<file path="src/rtl/cnn_pkg.sv">
// Types and constants shared by the CNN pipeline layers (conv, pool, dense).
package cnn_pkg;

  localparam int DW_DEF   = 18;
  localparam int POOL_MIN = 2;
  localparam int POOL_MAX = 4;

  typedef logic signed [DW_DEF-1:0] fx_t;

  typedef enum logic {
    IDLE = 1'b0,
    RUN  = 1'b1
  } pool_state_t;

endpackage

</file>
<file path="src/rtl/pool_stream_if.sv">
// Streaming feature-map link between layers: frame control, pixel input and pooled output.
interface pool_stream_if
  import cnn_pkg::*;
#(
  parameter int DW = DW_DEF,
  parameter int CH = 2
);

  logic            strt;
  logic            tx_done;
  logic            din_vld;
  logic [CH*DW-1:0] din;
  logic            bsy;
  logic            dout_vld;
  logic [CH*DW-1:0] dout;
  logic            rdy;

  modport master (
    output strt, tx_done, din_vld, din,
    input  bsy, dout_vld, dout, rdy
  );

  modport slave (
    input  strt, tx_done, din_vld, din,
    output bsy, dout_vld, dout, rdy
  );

endinterface

</file>
<file path="src/rtl/pool_lane.sv">
// One pooling lane: per-window running-max buffer, signed compare and optional ReLU.
module pool_lane
  import cnn_pkg::*;
#(
  parameter int DW    = DW_DEF,
  parameter int W_OUT = 12,
  parameter int WW    = 4,
  parameter int RELU  = 0
) (
  input  logic                 clk,
  input  logic                 rst_n,
  input  logic                 acc,
  input  logic                 first,
  input  logic                 last,
  input  logic [WW-1:0]        win,
  input  logic signed [DW-1:0] din,
  output logic signed [DW-1:0] dout
);

  // Read-modify-write every accepted pixel with one-cycle latency, so the read stays asynchronous.
  logic signed [DW-1:0] pmax [W_OUT];
  logic signed [DW-1:0] cur;
  logic signed [DW-1:0] mx;
  logic signed [DW-1:0] res;
  logic signed [DW-1:0] dout_reg;

  always_comb begin
    cur = pmax[win];
    mx  = (din > cur) ? din : cur;
    res = mx;
    if (RELU != 0 && mx[DW-1]) begin
      res = '0;
    end
  end

  always_ff @(posedge clk) begin
    if (acc) begin
      pmax[win] <= first ? din : mx;
    end
  end

  always_ff @(posedge clk) begin
    if (!rst_n) begin
      dout_reg <= '0;
    end else if (acc && last) begin
      dout_reg <= res;
    end
  end

  assign dout = dout_reg;

endmodule

</file>
<file path="src/rtl/pool_stream.sv">
// Streaming max-pool layer: shared frame FSM and raster counters driving CH pool_lane instances.
module pool_stream
  import cnn_pkg::*;
#(
  parameter int DW    = DW_DEF,
  parameter int CH    = 2,
  parameter int IMG_W = 24,
  parameter int IMG_H = 24,
  parameter int POOL  = 2,
  parameter int RELU  = 0
) (
  input logic         clk,
  input logic         rst_n,
  pool_stream_if.slave bus
);

  localparam int W_OUT = IMG_W / POOL;
  localparam int H_OUT = IMG_H / POOL;
  localparam int CW    = $clog2(IMG_W);
  localparam int RW    = $clog2(IMG_H);
  localparam int PW    = $clog2(POOL);
  localparam int WW    = (W_OUT > 1) ? $clog2(W_OUT) : 1;

  localparam logic [CW-1:0] COL_LAST = CW'(IMG_W - 1);
  localparam logic [RW-1:0] ROW_LAST = RW'(IMG_H - 1);
  localparam logic [PW-1:0] PH_LAST  = PW'(POOL - 1);
  localparam logic [WW-1:0] WIN_LAST = WW'(W_OUT - 1);

  generate
    if (POOL < POOL_MIN || POOL > POOL_MAX || POOL > IMG_W || POOL > IMG_H) begin : g_bad_cfg
      $error("pool_stream: POOL must be 2..4 and not exceed IMG_W / IMG_H");
    end
  endgenerate

  pool_state_t   state_reg;
  logic [CW-1:0] col_reg;
  logic [RW-1:0] row_reg;
  logic [PW-1:0] col_ph_reg;
  logic [PW-1:0] row_ph_reg;
  logic [WW-1:0] win_reg;
  logic          bsy_reg;
  logic          dout_vld_reg;
  logic          rdy_reg;

  logic col_end;
  logic row_end;
  logic col_keep;
  logic row_keep;
  logic first_px;
  logic last_px;
  logic accept;
  logic lane_acc;

  assign col_end  = (col_reg == COL_LAST);
  assign row_end  = (row_reg == ROW_LAST);
  // Remainder rows/columns beyond the last full window are consumed but never pooled.
  assign col_keep = (int'(col_reg) < W_OUT * POOL);
  assign row_keep = (int'(row_reg) < H_OUT * POOL);
  assign first_px = (row_ph_reg == '0) && (col_ph_reg == '0);
  assign last_px  = (row_ph_reg == PH_LAST) && (col_ph_reg == PH_LAST);
  assign accept   = (state_reg == RUN) && bus.din_vld && !bus.tx_done;
  assign lane_acc = accept && col_keep && row_keep;

  always_ff @(posedge clk) begin
    if (!rst_n) begin
      state_reg    <= IDLE;
      col_reg      <= '0;
      row_reg      <= '0;
      col_ph_reg   <= '0;
      row_ph_reg   <= '0;
      win_reg      <= '0;
      bsy_reg      <= 1'b0;
      dout_vld_reg <= 1'b0;
      rdy_reg      <= 1'b0;
    end else begin
      dout_vld_reg <= 1'b0;
      rdy_reg      <= 1'b0;
      if (bus.tx_done) begin
        state_reg  <= IDLE;
        bsy_reg    <= 1'b0;
        col_reg    <= '0;
        row_reg    <= '0;
        col_ph_reg <= '0;
        row_ph_reg <= '0;
        win_reg    <= '0;
      end else begin
        case (state_reg)
          IDLE: begin
            if (bus.strt) begin
              state_reg <= RUN;
              bsy_reg   <= 1'b1;
            end
          end
          RUN: begin
            if (bus.din_vld) begin
              dout_vld_reg <= col_keep && row_keep && last_px;
              if (col_end) begin
                col_reg    <= '0;
                col_ph_reg <= '0;
                win_reg    <= '0;
                if (row_end) begin
                  row_reg    <= '0;
                  row_ph_reg <= '0;
                  state_reg  <= IDLE;
                  bsy_reg    <= 1'b0;
                  rdy_reg    <= 1'b1;
                end else begin
                  row_reg    <= row_reg + 1'b1;
                  row_ph_reg <= (row_ph_reg == PH_LAST) ? '0 : row_ph_reg + 1'b1;
                end
              end else begin
                col_reg <= col_reg + 1'b1;
                if (col_ph_reg == PH_LAST) begin
                  col_ph_reg <= '0;
                  // Window index saturates so remainder columns cannot run past the buffer.
                  if (win_reg != WIN_LAST) begin
                    win_reg <= win_reg + 1'b1;
                  end
                end else begin
                  col_ph_reg <= col_ph_reg + 1'b1;
                end
              end
            end
          end
          default: state_reg <= IDLE;
        endcase
      end
    end
  end

  logic [CH*DW-1:0] dout_lanes;

  genvar gi;
  generate
    for (gi = 0; gi < CH; gi++) begin : g_lane
      pool_lane #(
        .DW    (DW),
        .W_OUT (W_OUT),
        .WW    (WW),
        .RELU  (RELU)
      ) u_lane (
        .clk   (clk),
        .rst_n (rst_n),
        .acc   (lane_acc),
        .first (first_px),
        .last  (last_px),
        .win   (win_reg),
        .din   (bus.din[gi*DW +: DW]),
        .dout  (dout_lanes[gi*DW +: DW])
      );
    end
  endgenerate

  assign bus.bsy      = bsy_reg;
  assign bus.dout_vld = dout_vld_reg;
  assign bus.rdy      = rdy_reg;
  assign bus.dout     = dout_lanes;

endmodule
</file>
<file path="src/flat_wrapper.sv">
// flat-port wrapper written by rule: the top's interface ports become plain ports
module pool_stream_flat import cnn_pkg::*;
#(
  parameter int DW    = DW_DEF,
  parameter int CH    = 2,
  parameter int IMG_W = 24,
  parameter int IMG_H = 24,
  parameter int POOL  = 2,
  parameter int RELU  = 0
)
  (clk, rst_n, bus_strt, bus_tx_done, bus_din_vld, bus_din, bus_bsy, bus_dout_vld, bus_dout, bus_rdy);
  pool_stream_if #(.DW(DW), .CH(CH)) bus_i ();
  input logic clk;
  input logic rst_n;
  input wire logic [$bits(bus_i.strt)-1:0] bus_strt;
  input wire logic [$bits(bus_i.tx_done)-1:0] bus_tx_done;
  input wire logic [$bits(bus_i.din_vld)-1:0] bus_din_vld;
  input wire logic [$bits(bus_i.din)-1:0] bus_din;
  output wire logic [$bits(bus_i.bsy)-1:0] bus_bsy;
  output wire logic [$bits(bus_i.dout_vld)-1:0] bus_dout_vld;
  output wire logic [$bits(bus_i.dout)-1:0] bus_dout;
  output wire logic [$bits(bus_i.rdy)-1:0] bus_rdy;
  assign bus_i.strt = bus_strt;
  assign bus_i.tx_done = bus_tx_done;
  assign bus_i.din_vld = bus_din_vld;
  assign bus_i.din = bus_din;
  assign bus_bsy = bus_i.bsy;
  assign bus_dout_vld = bus_i.dout_vld;
  assign bus_dout = bus_i.dout;
  assign bus_rdy = bus_i.rdy;
  pool_stream #(.DW(DW), .CH(CH), .IMG_W(IMG_W), .IMG_H(IMG_H), .POOL(POOL), .RELU(RELU)) u_core (.clk(clk), .rst_n(rst_n), .bus(bus_i));
endmodule
</file>
<file path="config.mk">
export PLATFORM = sky130hd
export DESIGN_NAME = pool_stream_flat
export DESIGN_NICKNAME = d
export VERILOG_FILES = /design/src/rtl/cnn_pkg.sv /design/src/rtl/pool_stream_if.sv /design/src/rtl/pool_lane.sv /design/src/rtl/pool_stream.sv /design/src/flat_wrapper.sv
export SDC_FILE = /design/constraint.sdc
export NUM_CORES = 1
export LEC_CHECK = 0
export ABC_AREA = 1
export CAP_MARGIN = 0
export CORE_ASPECT_RATIO = 1.5
export CORE_UTILIZATION = 40
export CTS_CLUSTER_SIZE = 20
export DETAILED_ROUTE_END_ITERATION = 6
export DONT_BUFFER_PORTS = 1
export SYNTH_ARGS = -nofsm -noshare
export SYNTH_HDL_FRONTEND = slang
export SYNTH_SLANG_ARGS = --single-unit
</file>
<file path="constraint.sdc">
create_clock -name clk -period 5.74 [get_ports clk]
set_clock_uncertainty 0.05 [all_clocks]
set_input_delay 1.722 -clock clk [delete_from_list [all_inputs] [get_ports clk]]
set_output_delay 1.722 -clock clk [all_outputs]
set_load 0.05 [all_outputs]
</file>
### Word level (Yosys, flattened, before mapping)

Memory sizes are Yosys's and may differ from the RTL's. A register that Yosys moved wholly into a read port is not among the register bits.
Index checks and enable logic that the tools add are counted.

* flip-flop bits (word level): 56
* bits in latches: 0
* RAM bits: 432
* bits in read-only memories: 0
* input port bits: 41
* output and inout port bits: 39
* word-level logic and storage cells: 84
* memories kept: 2

* $add $sub $neg: 5
* multipliers: 0
* divide/modulo/power cells: 0
* magnitude comparators: 4
* equal/unequal tests: 7
* shifts and indexed selects: 0
* mux-type cells: 30
* bitwise operators: 6
* reductions and logical operators: 19

Memories
* u_core.g_lane[0].u_lane.pmax: words 12, width 18, read ports 1, clocked after memory_dff 1, wr ports 1, RTL line pool_lane.sv:21 `logic signed [DW-1:0] pmax [W_OUT];`
* u_core.g_lane[1].u_lane.pmax: words 12, width 18, read ports 1, clocked after memory_dff 1, wr ports 1, RTL line pool_lane.sv:21

Operator list (number)
* $mux 18: 4
* $gt 18x18->1: 2
* $mux 4: 7
* $mux 1: 15
* $add 5x1->5 const B: 2
* $eq 5x5->1 const B: 2
* $lt 5x5->1 const B: 2
* $mux 5: 2
* $logic_and 1x1->1: 9
* $ne 2x2->1 const B: 4
* $reduce_and 4->1: 2
* $not 1->1: 6
* $reduce_or 5->1: 1
* $add 4x1->4 const B: 1
* $ne 4x4->1 const B: 1
* $pmux 1 s2: 2
* $reduce_bool 2->1: 2
* $reduce_or 4->1: 1
* $reduce_and 3->1: 1
* $add 1x1->1 const B: 2
* $reduce_and 2->1: 1
* $reduce_or 2->1: 1
* $logic_not 1->1: 1

### Depth between registers and ports, before layout

* depth in word-level cells: 6
* mapped depth: 26
* depth with buffers taken out: 22

### Cells and area by module

Synthesis repeated with hierarchy kept, for this count alone.

* cell total of the unflattened synthesis: 1952
* area total of the unflattened synthesis: 21292.9 µm²

By module, submodules not included
* pool_lane (u_core.g_lane[0].u_lane): times used 1, cells an instance 909, area each 10177.3 µm², sequential area each 6846.6 µm²
* pool_lane (u_core.g_lane[1].u_lane): times used 1, cells an instance 909, area each 10172.3 µm², sequential area each 6846.6 µm²
* pool_stream: times used 1, cells an instance 134, area each 943.4 µm², sequential area each 400.4 µm²

### Worst setup path after synthesis

No wires, ideal clock.

* path kind: input to register
* start point: input port bus_din_vld
* end point: memory u_core.g_lane[0].u_lane.pmax[10][0] (netlist bit), enable pin
* setup time: 0.474 ns
* arrival: 4.873 ns
* required time: 5.216 ns
* path slack: 0.343 ns
* cell stages on the path: 5
* buffers on the path: 1
* cell sequence: nand2_1 nor3_1 inv_1 clkbuf_1 nor3_1

* cells in the longest elaborated chain, start to end: 6

Ends and longest elaborated chain
* start: declaration: RTL line flat_wrapper.sv:17 `input wire logic [$bits(bus_i.din_vld)-1:0] bus_din_vld;`
* $logic_and 1x1->1 (2 in series): RTL line pool_stream.sv:61 `assign accept = (state_reg == RUN) && bus.din_vld && !bus.tx_done;`
* $logic_and 1x1->1 (2 in series): RTL line pool_stream.sv:62 `assign lane_acc = accept && col_keep && row_keep;`
* $mux 1: RTL line pool_lane.sv:37 `if (acc) begin`
* $mux 1: RTL line pool_lane.sv:38 `pmax[win] <= first ? din : mx;`
* end: declaration: RTL line pool_lane.sv:21

Every way passes these cells.

==> reports/metrics.yaml <==
fin_crit_sh_pct: 78.7
setup_viol: 0
path_clk_slew_ns: 0.06
cellPowerDensity_mw_per_mm2: 288
whs_path_depth: 2
portBuffers: 0
grt_util_all_layers_pct: 19.3
std_cell_rows: 105
cts_buffer_depth: 3
post-cts-setup-buffers: 0
end_kind: "flop"
finalCriticalPeriod_ns: 4.52
cp_data_arrival_time_ns: 4.70
yosys_warnings: 0
pin_count: 80
first_iter_violations: 1195
vias: 15000
placed_area_mm2: 0.0231
largest_reg_flops: 432
critical_path_class: "flop to flop"
synth_nets: 2225
drtAntennaViolNets: 0
insertedDiodeCount: 0
grt_pass1_wl_um: 84300
hold_violations: 0
mappedNetlistArea_mm2: 0.0224
grt.overflow.total: 0
die_h_um: 292
cts_resized: 0
firstDrtPassIters: 7
ir_worst_vdd_v: 0.000217
wirelength_um: 54800
top_usage_layer: "met2"
worst-path-max-fanout: 54
dp_hpwl_um: 31600
cts_tree: "yes"
status: "finished with violations"
ys_ff_latch: 492
grt_antenna_before_repair: 0
max_freq_ghz: 0.221
final_cells: 2830
syn_area_per_cell_um2: 10.5
stdcell_area_mm2: 0.0245
max_stage_delay_ns: 0.76
grtUsageMet1_pct: 25.5
grtUsageMet2_pct: 32.4
grt.met3_usage_pct: 3.03
failed_checks: "design-rule violations"
die_w_um: 195
coreArea_mm2: 0.0550
first_global_vias: 14600
hold_class: "flop to flop"
placed_cells: 2745
globalplace.congestion: 0.843
nets: 2181
grt_setup_unrepaired: "no"
wire_per_inst_um: 19.4
yosysSeqAreaShare_pct: 63.2
numCtsBuffers: 46
worstMarginPinSlew_ns: 1.16
holdWs_ns: 0.434
clock_sinks: 492
slew_headroom_pct: 21.8
crit_slowest_cell: "dfxtp_4"
r2r_cells: 17
crit_path_cell_trace: "buf_4 -> o21ai_0 -> a21oi_1 -> o21ai_1 -> o21ai_1 -> inv_2 -> ha_1 -> a21o_1 -> nor2_1 -> nand2_1 -> nor2_1 -> nand2_1 -> nand2_2 -> nand3_4 -> nand2_1 -> nand3_1 -> o21ai_1"
required_ns: 5.92
drv_slew: 0
leakage_nw: 9.09
synthCells: 2142
die-area_mm2: 0.0570
drive_gt1_share_pct: 7.35
vias_per_cell: 5.32
root_buffer: "clkbuf_16"
start_kind: "flop"
htree_levels: 2
drc_errors: 1
areaGrowthSynthToFinish_pct: 9.28
grt_max_degree: 119
setup_tns_ns: 0
start_util_pct: 40.7
ys_types: 37
clock_latency_ns: 0.57
cap_violations: 0
cts-hold-fix-buffers: 0
## kinds of logic (layout without fill, tap and decap cells)
logic type,Yosys count,count (layout),share of synthesized area [%]
XOR/XNOR,3,3,0.117
buffers and inverters,480,473,8.73
flip-flops,492,492,63.2
adder cells (fa/ha/maj),42,42,2.34
AND/OR/NAND/NOR,604,604,12.1
AO/OA/AOI/OAI,497,497,12.4
multiplexers,24,24,1.07
## worst max-delay path: cells and delay by family, from the launching register on
family | cells | cell delay (ns)
flip-flops | 1 | 0.76
adder cells (fa/ha/maj) | 1 | 0.34
AO/OA/AOI/OAI | 6 | 1.24
AND/OR/NAND/NOR | 8 | 1.30
buffers and inverters | 2 | 0.46
## worst paths after layout
kind / startpoint / end / slack [ns]
setup / recovery: flop / u_core.g_lane[1].u_lane.pmax[11][4]$_DFFE_PP_ / 1.22
hold / removal: u_core.col_reg[1]$_SDFFE_PP0P_ / u_core.col_reg[1]$_SDFFE_PP0P_ / 0.43
hold reg to reg: u_core.col_reg[1]$_SDFFE_PP0P_ / u_core.col_reg[1]$_SDFFE_PP0P_ / 0.43
setup reg to reg: flop / u_core.g_lane[1].u_lane.pmax[11][4]$_DFFE_PP_ / 1.22
## through the flow
stage	worst slack (ns)	total power (W)	util [%]
after detailed placement	1.23	0.00420	41.9
after floorplan	0.343	0.00415	-
after global routing	0.766	0.00728	44.5
after CTS	1.19	0.00712	44.5
after global placement	1.32	0.00420	41.9
final	1.22	0.00706	44.5
## layout by cell type, fill, tap and decap left out, drive strengths merged, types with 18 or more instances in the layout
master / Yosys / layout
dfxtp: 60 / 60
ha: 42 / 42
nand4: 76 / 76
nor2: 37 / 37
o21ai: 243 / 243
o21a: 36 / 36
clkinv: 2 / 18
a21oi: 137 / 137
mux2i: 24 / 24
inv: 350 / 351
edfxtp: 432 / 432
o211ai: 72 / 72
nor3: 19 / 19
nand3: 129 / 129
nand2: 339 / 339
clkbuf: 40 / 66
buf: 88 / 36
## layout make-up
| cell class | instances | area, um2 |
|---|---|---|
| clock buffer | 66 | 1290 |
| sequential | 492 | 14200 |
| clock inverter | 19 | 144 |
| tap | 695 | 870 |
| timing repair buffer | 36 | 345 |
| multi-input combinational | 1170 | 6360 |
| fill | 5089 | 30500 |
| inverter | 352 | 1320 |
## Yosys cell counts
library cell | number | area (um2)
o21a_1 | 36 | 270
a21oi_1 | 137 | 686
inv_2 | 25 | 93.8
a21o_1 | 4 | 30.0
buf_6 | 6 | 67.6
a211oi_1 | 4 | 30.0
nor4_1 | 2 | 12.5
nand3_4 | 2 | 35.0
nor3_1 | 19 | 95.1
nand4_1 | 74 | 463
buf_2 | 53 | 265
nand3b_1 | 1 | 7.51
xor2_1 | 2 | 17.5
inv_1 | 325 | 1220
clkinv_1 | 2 | 7.51
nand3_2 | 2 | 20.0
mux2i_1 | 24 | 240
nor2_2 | 1 | 6.26
nor2_4 | 1 | 11.3
o21ai_0 | 117 | 586
ha_1 | 42 | 526
nand3_1 | 125 | 626
buf_4 | 12 | 90.1
dfxtp_1 | 60 | 1200
o22ai_1 | 1 | 6.26
buf_1 | 17 | 63.8
nor2_1 | 35 | 131
nand2_2 | 4 | 25.0
clkbuf_1 | 40 | 150
nand4_2 | 2 | 25.0
o21ai_1 | 125 | 626
xnor2_1 | 1 | 8.76
o21ai_2 | 1 | 8.76
or2_2 | 1 | 6.26
edfxtp_1 | 432 | 13000
nand2_1 | 335 | 1260
o211ai_1 | 72 | 541
## where the power goes
part | leakage [nW] | switching [W] | internal (W)
clock | 0.712 | 0.00129 | 0.00165
combinational | 4.01 | 0.000163 | 0.0000575
sequential | 4.37 | 0.00000293 | 0.00390
total | 9.09 | 0.00145 | 0.00561
## routing by layer
metal / vias up / routed length (um) / part of all wire (%)
li1: 7317 / - / -
met1: 7264 / 23600 / 43
met2: 392 / 26500 / 48
met3: 75 / 3410 / 6.2
met4: 0 / 1360 / 2.5
met5: - / 0 / 0
Power figures use the tool's default switching activity.
